===== src/rtl/vga_timing_pkg.sv =====
// Shared defaults, total-period helper and the sync/DE bundle type for the raster timing generator.
package vga_timing_pkg;

    localparam int DEF_H_ACTIVE = 640;
    localparam int DEF_H_SYNC   = 96;
    localparam int DEF_H_BP     = 48;
    localparam int DEF_H_FP     = 16;
    localparam int DEF_V_ACTIVE = 480;
    localparam int DEF_V_SYNC   = 2;
    localparam int DEF_V_BP     = 33;
    localparam int DEF_V_FP     = 10;
    localparam int DEF_CNT_W    = 10;

    typedef struct packed {
        logic hsync;
        logic vsync;
        logic de;
    } sync_bundle_t;

    function automatic int axis_total(input int sync, input int bp, input int active, input int fp);
        return sync + bp + active + fp;
    endfunction

    function automatic int h_total(input int sync, input int bp, input int active, input int fp);
        return axis_total(sync, bp, active, fp);
    endfunction

    function automatic int v_total(input int sync, input int bp, input int active, input int fp);
        return axis_total(sync, bp, active, fp);
    endfunction

endpackage


===== src/rtl/vga_axis_counter.sv =====
// One raster axis: wrap counter plus sync/active/offset decode of the value it will hold next.
// Lookahead decode exists only when VGA_TIMING_LOOKAHEAD_EN is defined.
module vga_axis_counter
    import vga_timing_pkg::*;
#(
    parameter int SYNC   = 96,
    parameter int BP     = 48,
    parameter int ACTIVE = 640,
    parameter int FP     = 16,
    parameter bit POL    = 1'b1,
    parameter int CNT_W  = 10
) (
    input  logic             clk,
    input  logic             rst_n,
    input  logic             inc,
    output logic [CNT_W-1:0] count,
    output logic             wrap,
    output logic [CNT_W-1:0] nxt,
    output logic             sync_nxt,
    output logic             act_nxt,
    output logic [CNT_W-1:0] off_nxt
`ifdef VGA_TIMING_LOOKAHEAD_EN
    ,
    input  logic             la_step,
    output logic             nxt_last,
    output logic             la_act,
    output logic [CNT_W-1:0] la_off
`endif
);

    localparam int TOTAL = axis_total(SYNC, BP, ACTIVE, FP);
    localparam logic [CNT_W-1:0] LAST_C  = CNT_W'(TOTAL - 1);
    localparam logic [CNT_W-1:0] ONE_C   = CNT_W'(1);
    localparam logic [CNT_W-1:0] ZERO_C  = CNT_W'(0);
    // One extra bit so an active window ending exactly at 2**CNT_W still compares correctly.
    localparam logic [CNT_W:0]   SYNC_C  = (CNT_W+1)'(SYNC);
    localparam logic [CNT_W:0]   START_C = (CNT_W+1)'(SYNC + BP);
    localparam logic [CNT_W:0]   END_C   = (CNT_W+1)'(SYNC + BP + ACTIVE);

    logic [CNT_W-1:0] count_r;

    function automatic logic in_active(input logic [CNT_W-1:0] c);
        return ({1'b0, c} >= START_C) && ({1'b0, c} < END_C);
    endfunction

    assign count = count_r;

    // Next-count selection and its decode.
    always_comb begin
        wrap = inc && (count_r == LAST_C);
        nxt  = count_r;
        if (inc) begin
            if (count_r == LAST_C) begin
                nxt = ZERO_C;
            end else begin
                nxt = count_r + ONE_C;
            end
        end else begin
            nxt = count_r;
        end
        sync_nxt = ({1'b0, nxt} < SYNC_C) ? POL : ~POL;
        act_nxt  = in_active(nxt);
        off_nxt  = nxt - START_C[CNT_W-1:0];
    end

    // Axis position register.
    always_ff @(posedge clk or negedge rst_n) begin
        if (!rst_n) begin
            count_r <= ZERO_C;
        end else begin
            count_r <= nxt;
        end
    end

`ifdef VGA_TIMING_LOOKAHEAD_EN
    logic [CNT_W-1:0] la_cnt_s;

    // Position one further ce beyond nxt, stepping only when the caller says this axis moves.
    always_comb begin
        nxt_last = (nxt == LAST_C);
        la_cnt_s = nxt;
        if (la_step) begin
            if (nxt == LAST_C) begin
                la_cnt_s = ZERO_C;
            end else begin
                la_cnt_s = nxt + ONE_C;
            end
        end else begin
            la_cnt_s = nxt;
        end
        la_act = in_active(la_cnt_s);
        la_off = la_cnt_s - START_C[CNT_W-1:0];
    end
`endif

endmodule


===== src/rtl/vga_timing_gen.sv =====
// Parametrised raster timing generator; all outputs registered and aligned with hcount/vcount.
// Optional lookahead outputs enabled by VGA_TIMING_LOOKAHEAD_EN (otherwise tied to 0).
module vga_timing_gen
    import vga_timing_pkg::*;
#(
    parameter int H_ACTIVE = DEF_H_ACTIVE,
    parameter int H_SYNC   = DEF_H_SYNC,
    parameter int H_BP     = DEF_H_BP,
    parameter int H_FP     = DEF_H_FP,
    parameter bit H_POL    = 1'b1,
    parameter int V_ACTIVE = DEF_V_ACTIVE,
    parameter int V_SYNC   = DEF_V_SYNC,
    parameter int V_BP     = DEF_V_BP,
    parameter int V_FP     = DEF_V_FP,
    parameter bit V_POL    = 1'b1,
    parameter int CNT_W    = DEF_CNT_W
) (
    input  logic             clk,
    input  logic             rst_n,
    input  logic             ce,
    output logic [CNT_W-1:0] hcount,
    output logic [CNT_W-1:0] vcount,
    output logic             hsync,
    output logic             vsync,
    output logic             in_display_area,
    output logic [CNT_W-1:0] pixel_x,
    output logic [CNT_W-1:0] pixel_y,
    output logic             line_start,
    output logic             frame_start,
    output logic             next_in_display_area,
    output logic [CNT_W-1:0] next_x,
    output logic [CNT_W-1:0] next_y
);

    localparam int H_TOTAL = h_total(H_SYNC, H_BP, H_ACTIVE, H_FP);
    localparam int V_TOTAL = v_total(V_SYNC, V_BP, V_ACTIVE, V_FP);
    localparam logic [CNT_W-1:0] ZERO_C = CNT_W'(0);

    if (H_TOTAL > (2 ** CNT_W) || V_TOTAL > (2 ** CNT_W)) begin : g_cnt_w_check
        $error("vga_timing_gen: CNT_W too small for H_TOTAL/V_TOTAL");
    end

    logic             h_wrap_s, v_wrap_s;
    logic [CNT_W-1:0] h_nxt_s, v_nxt_s, h_off_s, v_off_s;
    logic             h_sync_s, v_sync_s, h_act_s, v_act_s;
    logic             v_inc_s;
    logic             de_nxt_s;
    sync_bundle_t     bundle_s;
    sync_bundle_t     bundle_r;
    logic [CNT_W-1:0] pixel_x_r, pixel_y_r;
    logic             line_start_r, frame_start_r;
    logic             la_de_s;
    logic [CNT_W-1:0] la_x_s, la_y_s;
    logic             la_de_r;
    logic [CNT_W-1:0] la_x_r, la_y_r;

    assign v_inc_s = ce && h_wrap_s;

`ifdef VGA_TIMING_LOOKAHEAD_EN
    logic             h_nxt_last_s, h_la_act_s, v_la_act_s, v_nxt_last_s;
    logic [CNT_W-1:0] h_la_off_s, v_la_off_s;
`endif

    vga_axis_counter #(
        .SYNC(H_SYNC), .BP(H_BP), .ACTIVE(H_ACTIVE), .FP(H_FP), .POL(H_POL), .CNT_W(CNT_W)
    ) u_h_axis (
        .clk      (clk),
        .rst_n    (rst_n),
        .inc      (ce),
        .count    (hcount),
        .wrap     (h_wrap_s),
        .nxt      (h_nxt_s),
        .sync_nxt (h_sync_s),
        .act_nxt  (h_act_s),
        .off_nxt  (h_off_s)
`ifdef VGA_TIMING_LOOKAHEAD_EN
        ,
        .la_step  (1'b1),
        .nxt_last (h_nxt_last_s),
        .la_act   (h_la_act_s),
        .la_off   (h_la_off_s)
`endif
    );

    vga_axis_counter #(
        .SYNC(V_SYNC), .BP(V_BP), .ACTIVE(V_ACTIVE), .FP(V_FP), .POL(V_POL), .CNT_W(CNT_W)
    ) u_v_axis (
        .clk      (clk),
        .rst_n    (rst_n),
        .inc      (v_inc_s),
        .count    (vcount),
        .wrap     (v_wrap_s),
        .nxt      (v_nxt_s),
        .sync_nxt (v_sync_s),
        .act_nxt  (v_act_s),
        .off_nxt  (v_off_s)
`ifdef VGA_TIMING_LOOKAHEAD_EN
        ,
        .la_step  (h_nxt_last_s),
        .nxt_last (v_nxt_last_s),
        .la_act   (v_la_act_s),
        .la_off   (v_la_off_s)
`endif
    );

`ifdef VGA_TIMING_LOOKAHEAD_EN
    // Lookahead pixel; vertical axis steps only when the horizontal one wraps.
    always_comb begin
        la_de_s = h_la_act_s && v_la_act_s;
        if (la_de_s) begin
            la_x_s = h_la_off_s;
            la_y_s = v_la_off_s;
        end else begin
            la_x_s = ZERO_C;
            la_y_s = ZERO_C;
        end
    end
`else
    assign la_de_s = 1'b0;
    assign la_x_s  = ZERO_C;
    assign la_y_s  = ZERO_C;
`endif

    // Decode of the counter values that will be loaded at this edge.
    always_comb begin
        de_nxt_s       = h_act_s && v_act_s;
        bundle_s.hsync = h_sync_s;
        bundle_s.vsync = v_sync_s;
        bundle_s.de    = de_nxt_s;
    end

    // Output registers: reset state is the decode of position (0,0).
    always_ff @(posedge clk or negedge rst_n) begin
        if (!rst_n) begin
            bundle_r      <= '{hsync: H_POL, vsync: V_POL, de: 1'b0};
            pixel_x_r     <= ZERO_C;
            pixel_y_r     <= ZERO_C;
            line_start_r  <= 1'b1;
            frame_start_r <= 1'b1;
            la_de_r       <= 1'b0;
            la_x_r        <= ZERO_C;
            la_y_r        <= ZERO_C;
        end else begin
            bundle_r      <= bundle_s;
            pixel_x_r     <= de_nxt_s ? h_off_s : ZERO_C;
            pixel_y_r     <= de_nxt_s ? v_off_s : ZERO_C;
            line_start_r  <= (h_nxt_s == ZERO_C);
            frame_start_r <= (h_nxt_s == ZERO_C) && (v_nxt_s == ZERO_C);
            la_de_r       <= la_de_s;
            la_x_r        <= la_x_s;
            la_y_r        <= la_y_s;
        end
    end

    assign hsync                = bundle_r.hsync;
    assign vsync                = bundle_r.vsync;
    assign in_display_area      = bundle_r.de;
    assign pixel_x              = pixel_x_r;
    assign pixel_y              = pixel_y_r;
    assign line_start           = line_start_r;
    assign frame_start          = frame_start_r;
    assign next_in_display_area = la_de_r;
    assign next_x               = la_x_r;
    assign next_y               = la_y_r;

endmodule


===== config.mk =====
export PLATFORM = sky130hd
export DESIGN_NAME = vga_timing_gen
export DESIGN_NICKNAME = d
export VERILOG_FILES = /design/src/rtl/vga_timing_pkg.sv /design/src/rtl/vga_axis_counter.sv /design/src/rtl/vga_timing_gen.sv
export SDC_FILE = /design/constraint.sdc
export NUM_CORES = 1
export LEC_CHECK = 0
export ABC_CLOCK_PERIOD_IN_PS = 3700
export CORE_MARGIN = 10
export CORE_UTILIZATION = 25
export CTS_CLUSTER_SIZE = 16
export DETAILED_ROUTE_END_ITERATION = 10
export PLACE_DENSITY = 0.54
export SETUP_SLACK_MARGIN = 0.3
export SYNTH_ARGS = -nofsm -noshare
export SYNTH_HDL_FRONTEND = slang
export SYNTH_SLANG_ARGS = --single-unit

===== constraint.sdc =====
create_clock -name clk -period 3.7 [get_ports clk]
set_input_delay 0.37 -clock clk [delete_from_list [all_inputs] [get_ports clk]]
set_output_delay 0.37 -clock clk [all_outputs]
set_load 0.1 [all_outputs]

; Word level (Yosys, flattened, before mapping)
; Cells that the tools add are included.
[word_totals]
word_cells = 37
reg_bits = 45
output_inout_bits = 66
inputBits = 3
[classes]
n_reduce_logical = 8
eq_ne = 2
order_cmp = 6
mux = 8
n_addsub = 4
[op_table]
columns = operator, count
row1 = 2-to-1 mux 10 bit, 6
row2 = adder 10 x 1 -> 10 bit (second input constant), 2
row3 = equality test 10 bit (second input constant), 2
row4 = zero test 10 bit, 2
row5 = less-than comparator 10 bit (second input constant), 2
row6 = >= comparator 10 x 6 -> 1 bit (second input constant), 1
row7 = >= comparator 10 x 8 -> 1 bit (second input constant), 1
row8 = less-than comparator 10 x 2 -> 1 bit (second input constant), 1
row9 = less-than comparator 10 x 7 -> 1 bit (second input constant), 1
row10 = subtractor 10 x 6 -> 10 bit (second input constant), 1
row11 = subtractor 10 x 8 -> 10 bit (second input constant), 1
row12 = logical AND 1 bit, 6
row13 = 2-to-1 mux 1 bit, 2

; Depth between registers and ports, before layout
[depth]
depth_word = 8
mapped_depth = 14

; Modules after synthesis
; Synthesis repeated with hierarchy kept, for this count alone.
[hier_totals]
cells_unflattened = 266
area_unflattened_um2 = 2756.4
[modules_own_cells]
columns = mod, area_per_inst_um2, instances, cells_each
row1 = vga_timing_gen, 1009.7, 1, 80
row2 = vga_axis_counter at u_h_axis, 912.1, 1, 97
row3 = vga_axis_counter at u_v_axis, 834.6, 1, 89

; Least setup slack after synthesis
; No wires, ideal clock.
[synth_timing]
path_type = flip-flop to flip-flop
startpoint = register u_v_axis.count_r[0] (netlist: u_v_axis.count[0])
endpoint = register pixel_y_r[8] (netlist: pixel_y[8])
setup_ps = 141
arrival_time_ps = 4033
path_slack_ps = -474
path_stages_with_launch = 15
period_less_slack_ps = 4174
required_time_ps = 3559
path_cell_list = dfrtp_1 -> clkbuf_1 -> inv_1 -> ha_1 -> or4b_4 -> nor4_4 -> nor3_1 -> a21oi_1 -> inv_1 -> ha_1 -> or4_4 -> a2111o_1 -> a22oi_2 -> buf_6 -> a211oi_1
[synth_between]
elab_chain_len = 7
word_cells_on_any_way = 10
cone_classes = add/sub (2) / order compare (2) / eq/ne (1) / mux (3) / reduce/logical (2)
[synth_lines]
columns = item, line
row1 = from (decl), vga_axis_counter.sv:40  ; logic [CNT_W-1:0] count_r;
row2 = from (signal assigned), vga_axis_counter.sv:71  ; count_r <= nxt;
row3 = adder 10 x 1 -> 10 bit or equality test 10 bit (tied branches), "vga_axis_counter.sv:56, vga_axis_counter.sv:53"
row4 = 2-to-1 mux 10 bit, vga_axis_counter.sv:53  ; if (count_r == LAST_C) begin
row5 = 2-to-1 mux 10 bit *, vga_axis_counter.sv:52  ; if (inc) begin
row6 = net u_v_axis.nxt[0], vga_axis_counter.sv:18  ; output logic [CNT_W-1:0] nxt,
row7 = >= comparator 10 x 6 -> 1 bit or less-than comparator 10 bit (tied branches), vga_axis_counter.sv:43  ; return ({1'b0, c} >= START_C) && ({1'b0, c} < END_C);
row8 = logical AND 1 bit, vga_axis_counter.sv:43
row9 = logical AND 1 bit, vga_timing_gen.sv:126  ; de_nxt_s = h_act_s && v_act_s;
row10 = 2-to-1 mux 10 bit *, vga_timing_gen.sv:146  ; pixel_y_r <= de_nxt_s ? v_off_s : ZERO_C;
row11 = to (signal assigned), vga_timing_gen.sv:146
row12 = to (decl), vga_timing_gen.sv:50  ; logic [CNT_W-1:0] pixel_x_r, pixel_y_r;
; The timed path passes the listed nets; every way through them passes the cells marked *.

; Worst setup path after layout
[layout_timing]
startpoint = register u_v_axis.count_r[0] (netlist: u_v_axis.count[0])
endpoint = register pixel_x_r[0] (netlist: pixel_x[0])
[layout_between]
elab_chain_len = 7
word_cells_on_any_way = 9
cone_classes = add/sub (1) / order compare (2) / eq/ne (1) / mux (3) / reduce/logical (2)
[layout_lines]
columns = item, line
row1 = adder 10 x 1 -> 10 bit or equality test 10 bit (tied branches), "vga_axis_counter.sv:56, vga_axis_counter.sv:53"
row2 = 2-to-1 mux 10 bit *, vga_axis_counter.sv:53
row3 = 2-to-1 mux 10 bit *, vga_axis_counter.sv:52
row4 = net u_v_axis.nxt[1], vga_axis_counter.sv:18
row5 = >= comparator 10 x 6 -> 1 bit or less-than comparator 10 bit (tied branches), vga_axis_counter.sv:43
row6 = logical AND 1 bit *, vga_axis_counter.sv:43
row7 = logical AND 1 bit *, vga_timing_gen.sv:126
row8 = 2-to-1 mux 10 bit *, vga_timing_gen.sv:145  ; pixel_x_r <= de_nxt_s ? h_off_s : ZERO_C;
row9 = to (signal assigned), vga_timing_gen.sv:145
row10 = to (decl), vga_timing_gen.sv:50
; Marks and branches as above.

==> results_dict.tcl <==
set metrics [dict create \
    crit_slowest_cell "dfrtp_4" \
    synth_top_cell_area_share_pct 39.9 \
    drive_gt1_share_pct 23.1 \
    rows 36 \
    routed_via_density 4.56 \
    async_reset_ff_share_pct 100 \
    post-place-ws_ns 0.154 \
    drt-total-wl_mm 7.38 \
    ioPinCount 69 \
    antenna_cells 0 \
    crit_path_start_kind "flip-flop" \
    synthCells 253 \
    first_global_vias 2151 \
    reg2reg_depth 13 \
    synth-edff-count 0 \
    cp_slowest_stage_delay_ns 0.49 \
    wire_per_inst_um 16.1 \
    crit_family "simple AND/OR/NAND/NOR gates" \
    synth_area_mm2 0.00257 \
    ir_worst_vdd_mv 0.317 \
    slew_violations 0 \
    dr.pass1.iters 4 \
    cp.arrival_ns 3.61 \
    multi_input_area_mm2 0.00130 \
    hold_viol_final 0 \
    via_count 2082 \
    cts_max_path_buffers 2 \
    clk_pin_slew_ns 0.09 \
    path_max_fanout 5 \
    drt_iter0_markers 110 \
    fill_cells 1022 \
    place.gp.congestion 0.818 \
    seq_area_frac_synth_pct 44.0 \
    die_w_um 121 \
    maxCapViolations 0 \
    antenna_left 0 \
    gr-total-overflow 0 \
    finClkSkew_ns 0.00811 \
    start_util_pct 26.0 \
    synth_area_leaders "dfrtp_1 (40%), buf_4 (6.1%), dfstp_2 (4.1%)" \
    p_leak_nw 1.54 \
    seq_area_mm2 0.00114 \
    regToRegEndpoint "pixel_x[0]" \
    grt_start_max_net_pins 46 \
    cts_hold_repair.buffers 0 \
    status "complete, no violations" \
    cts-htree-levels 2 \
    fmax_mhz 292 \
    area_delta_synth_final_pct 36.5 \
    die_h_um 121 \
    clock_sinks 45 \
    clk_latency_ns 0.30 \
    post-route-drc-count 0 \
    post-route-period-util_pct 92.6 \
    cp_num_buf_inv 3 \
    layout_commonest_cell "clkdlybuf4s50_1" \
    tritoncts "done" \
    synth-seq-cells 45 \
    required_ns 3.88 \
    finalSetupTns_ns 0 \
    ys_types 56 \
    antenna_found_initial 0 \
    power_density_mw_per_mm2 521 \
    fin_crit_ns 3.43 \
    grt_use_total_pct 9.81 \
    endpoint_kind "flip-flop" \
    hold_class "in -> async" \
    worst_pin_slew_ns 0.997 \
    coreArea_mm2 0.00991 \
    r2r_start "u_v_axis.count[0]" \
    rrSetupSlack_ns 0.27 \
    syn_avg_cell_area_um2 10.2 \
    synth-main-ff-cell "dfrtp_1" \
    final_cell_mix "clkdlybuf4s50_1 (46), dfrtp_1 (33), buf_4 (25)" \
    dp_hpwl_mm 5.48 \
    slew_headroom_pct 33.3 \
    cts_root_buf "clkbuf_8" \
    setup_viol 0 \
    grt_pass1_wl_mm 11.5 \
    synth_warnings 0 \
    cts_buffers 5 \
    setup_ws_ns 0.272 \
    dieArea_mm2 0.0147 \
    rsz0062_at_grt "yes" \
    synth_top_cell_by_area "dfrtp_1" \
    crit_path_cell_trace "inv_4 -> ha_4 -> or4b_4 -> nor4_4 -> nand3b_1 -> o21ai_0 -> ha_2 -> or4_4 -> a2111o_1 -> a22oi_2 -> buf_4 -> clkbuf_16 -> nor4_2" \
    worstSetupPathType "reg -> reg" \
    nNetsFinal 334 \
    io_buffers 47 \
]
==> per-layer routing <==
| metal | vias to the layer above | track usage [%] | part of all wire, % |
|---|---|---|---|
| met4 | 0 | 3.20 | 1.7 |
| li1 | 999 | - | - |
| met5 | - | 0 | 0 |
| met1 | 1005 | 12.5 | 46 |
| met3 | 9 | 3.12 | 7.0 |
| met2 | 69 | 15.3 | 46 |
==> state kept, by name, indices dropped and copies added (netlist names) <==
signal and count:
pixel_x 10, hsync 1, vsync 1, pixel_y 10, u_v_axis.count 10, line_start 1, u_h_axis.count 10, frame_start 1
in_display_area 1
==> cell families after synthesis <==
kind of cell | count (synthesis) | share of synthesized area, %
and+or+nand+nor | 93 | 22.6
buffers and inverters | 47 | 10.7
DFF | 45 | 44.0
AOI/OAI and AO/OA | 41 | 12.5
xor gates and xnor gates | 17 | 5.79
adders and majority gates | 8 | 3.89
other | 1 | 0.146
muxes | 1 | 0.389
==> synth_stat cells, types with 2 or more instances <==
master    count
nor4_2        2
or3_1         3
a21oi_1       6
buf_4        21
nand2_1      13
inv_1        14
xor2_1        6
dfstp_2       4
buf_2         4
o31ai_1       5
nand4b_1      2
dfrtp_1      41
ha_1          8
nor4_1        2
nor3b_2       2
nor2_1        9
nand3b_1      3
and3_1        6
clkbuf_1      6
buf_6         2
o41ai_1       2
a211oi_1      3
o21ai_0      10
nand3_1       9
xnor2_1      11
nor3_1       19
nand2b_1      3
and4_1        4
nand4_1       6
==> worst max-delay path by stage <==
| stage | startpoint | end | slack, ns | cells after the start |
|---|---|---|---|---|
| after floorplan | u_v_axis.count[0] | pixel_x[9] | 0.04 | 14 |
| after global placement | u_v_axis.count[1] | pixel_y[8] | 0.17 | 13 |
| after detailed placement | u_v_axis.count[1] | pixel_y[4] | 0.15 | 13 |
| after CTS | u_v_axis.count[0] | pixel_y[4] | 0.29 | 14 |
| after global routing | u_v_axis.count[0] | pixel_y[4] | 0.15 | 14 |
| final | u_v_axis.count[0] | pixel_x[0] | 0.27 | 13 |
==> where the power goes <==
part | leakage, nW | internal (mW) | total [mW] | switching (mW)
registers | 0.583 | 0.540 | 0.605 | 0.0650
logic | 0.891 | 0.186 | 0.787 | 0.601
clock network | 0.0681 | 0.268 | 0.439 | 0.170
total | 1.54 | 0.994 | 1.83 | 0.836
==> timing repair <==
action | 4_1_cts | 5_1_grt
pin swaps | 1 | 2
cloned | 1 | 1
resized for setup | 6 | 8
endpoints found under the setup margin | 21 | 21
setup buffers | 9 | 2
==> layout make-up <==
cell class              count  area share, %
multi-input cells         181           36.9
inverters                  14           1.57
clock inverters             3           1.85
well taps                 133           4.74
flip-flops and latches     45           32.6
repair buffers             76           20.4
clock buffers               5           1.96
==> metrics by stage <==
| step | instances | hold WS, ns | power [mW] | instance area (um^2) | util (%) |
|---|---|---|---|---|---|
| 5_1_grt | 457 | 0.327 | 1.93 | 3510 | 35.4 |
| 3_3_place_gp | 436 | 0.603 | 1.40 | 3200 | 32.3 |
| 6_report | 457 | 0.238 | 1.83 | 3510 | 35.4 |
| 4_1_cts | 454 | 0.270 | 1.85 | 3430 | 34.6 |
| 3_5_place_dp | 436 | 0.600 | 1.41 | 3200 | 32.3 |
| 2_1_floorplan | 273 | 0.0744 | 1.23 | 2680 | - |
(Power assumes the default switching activity.)
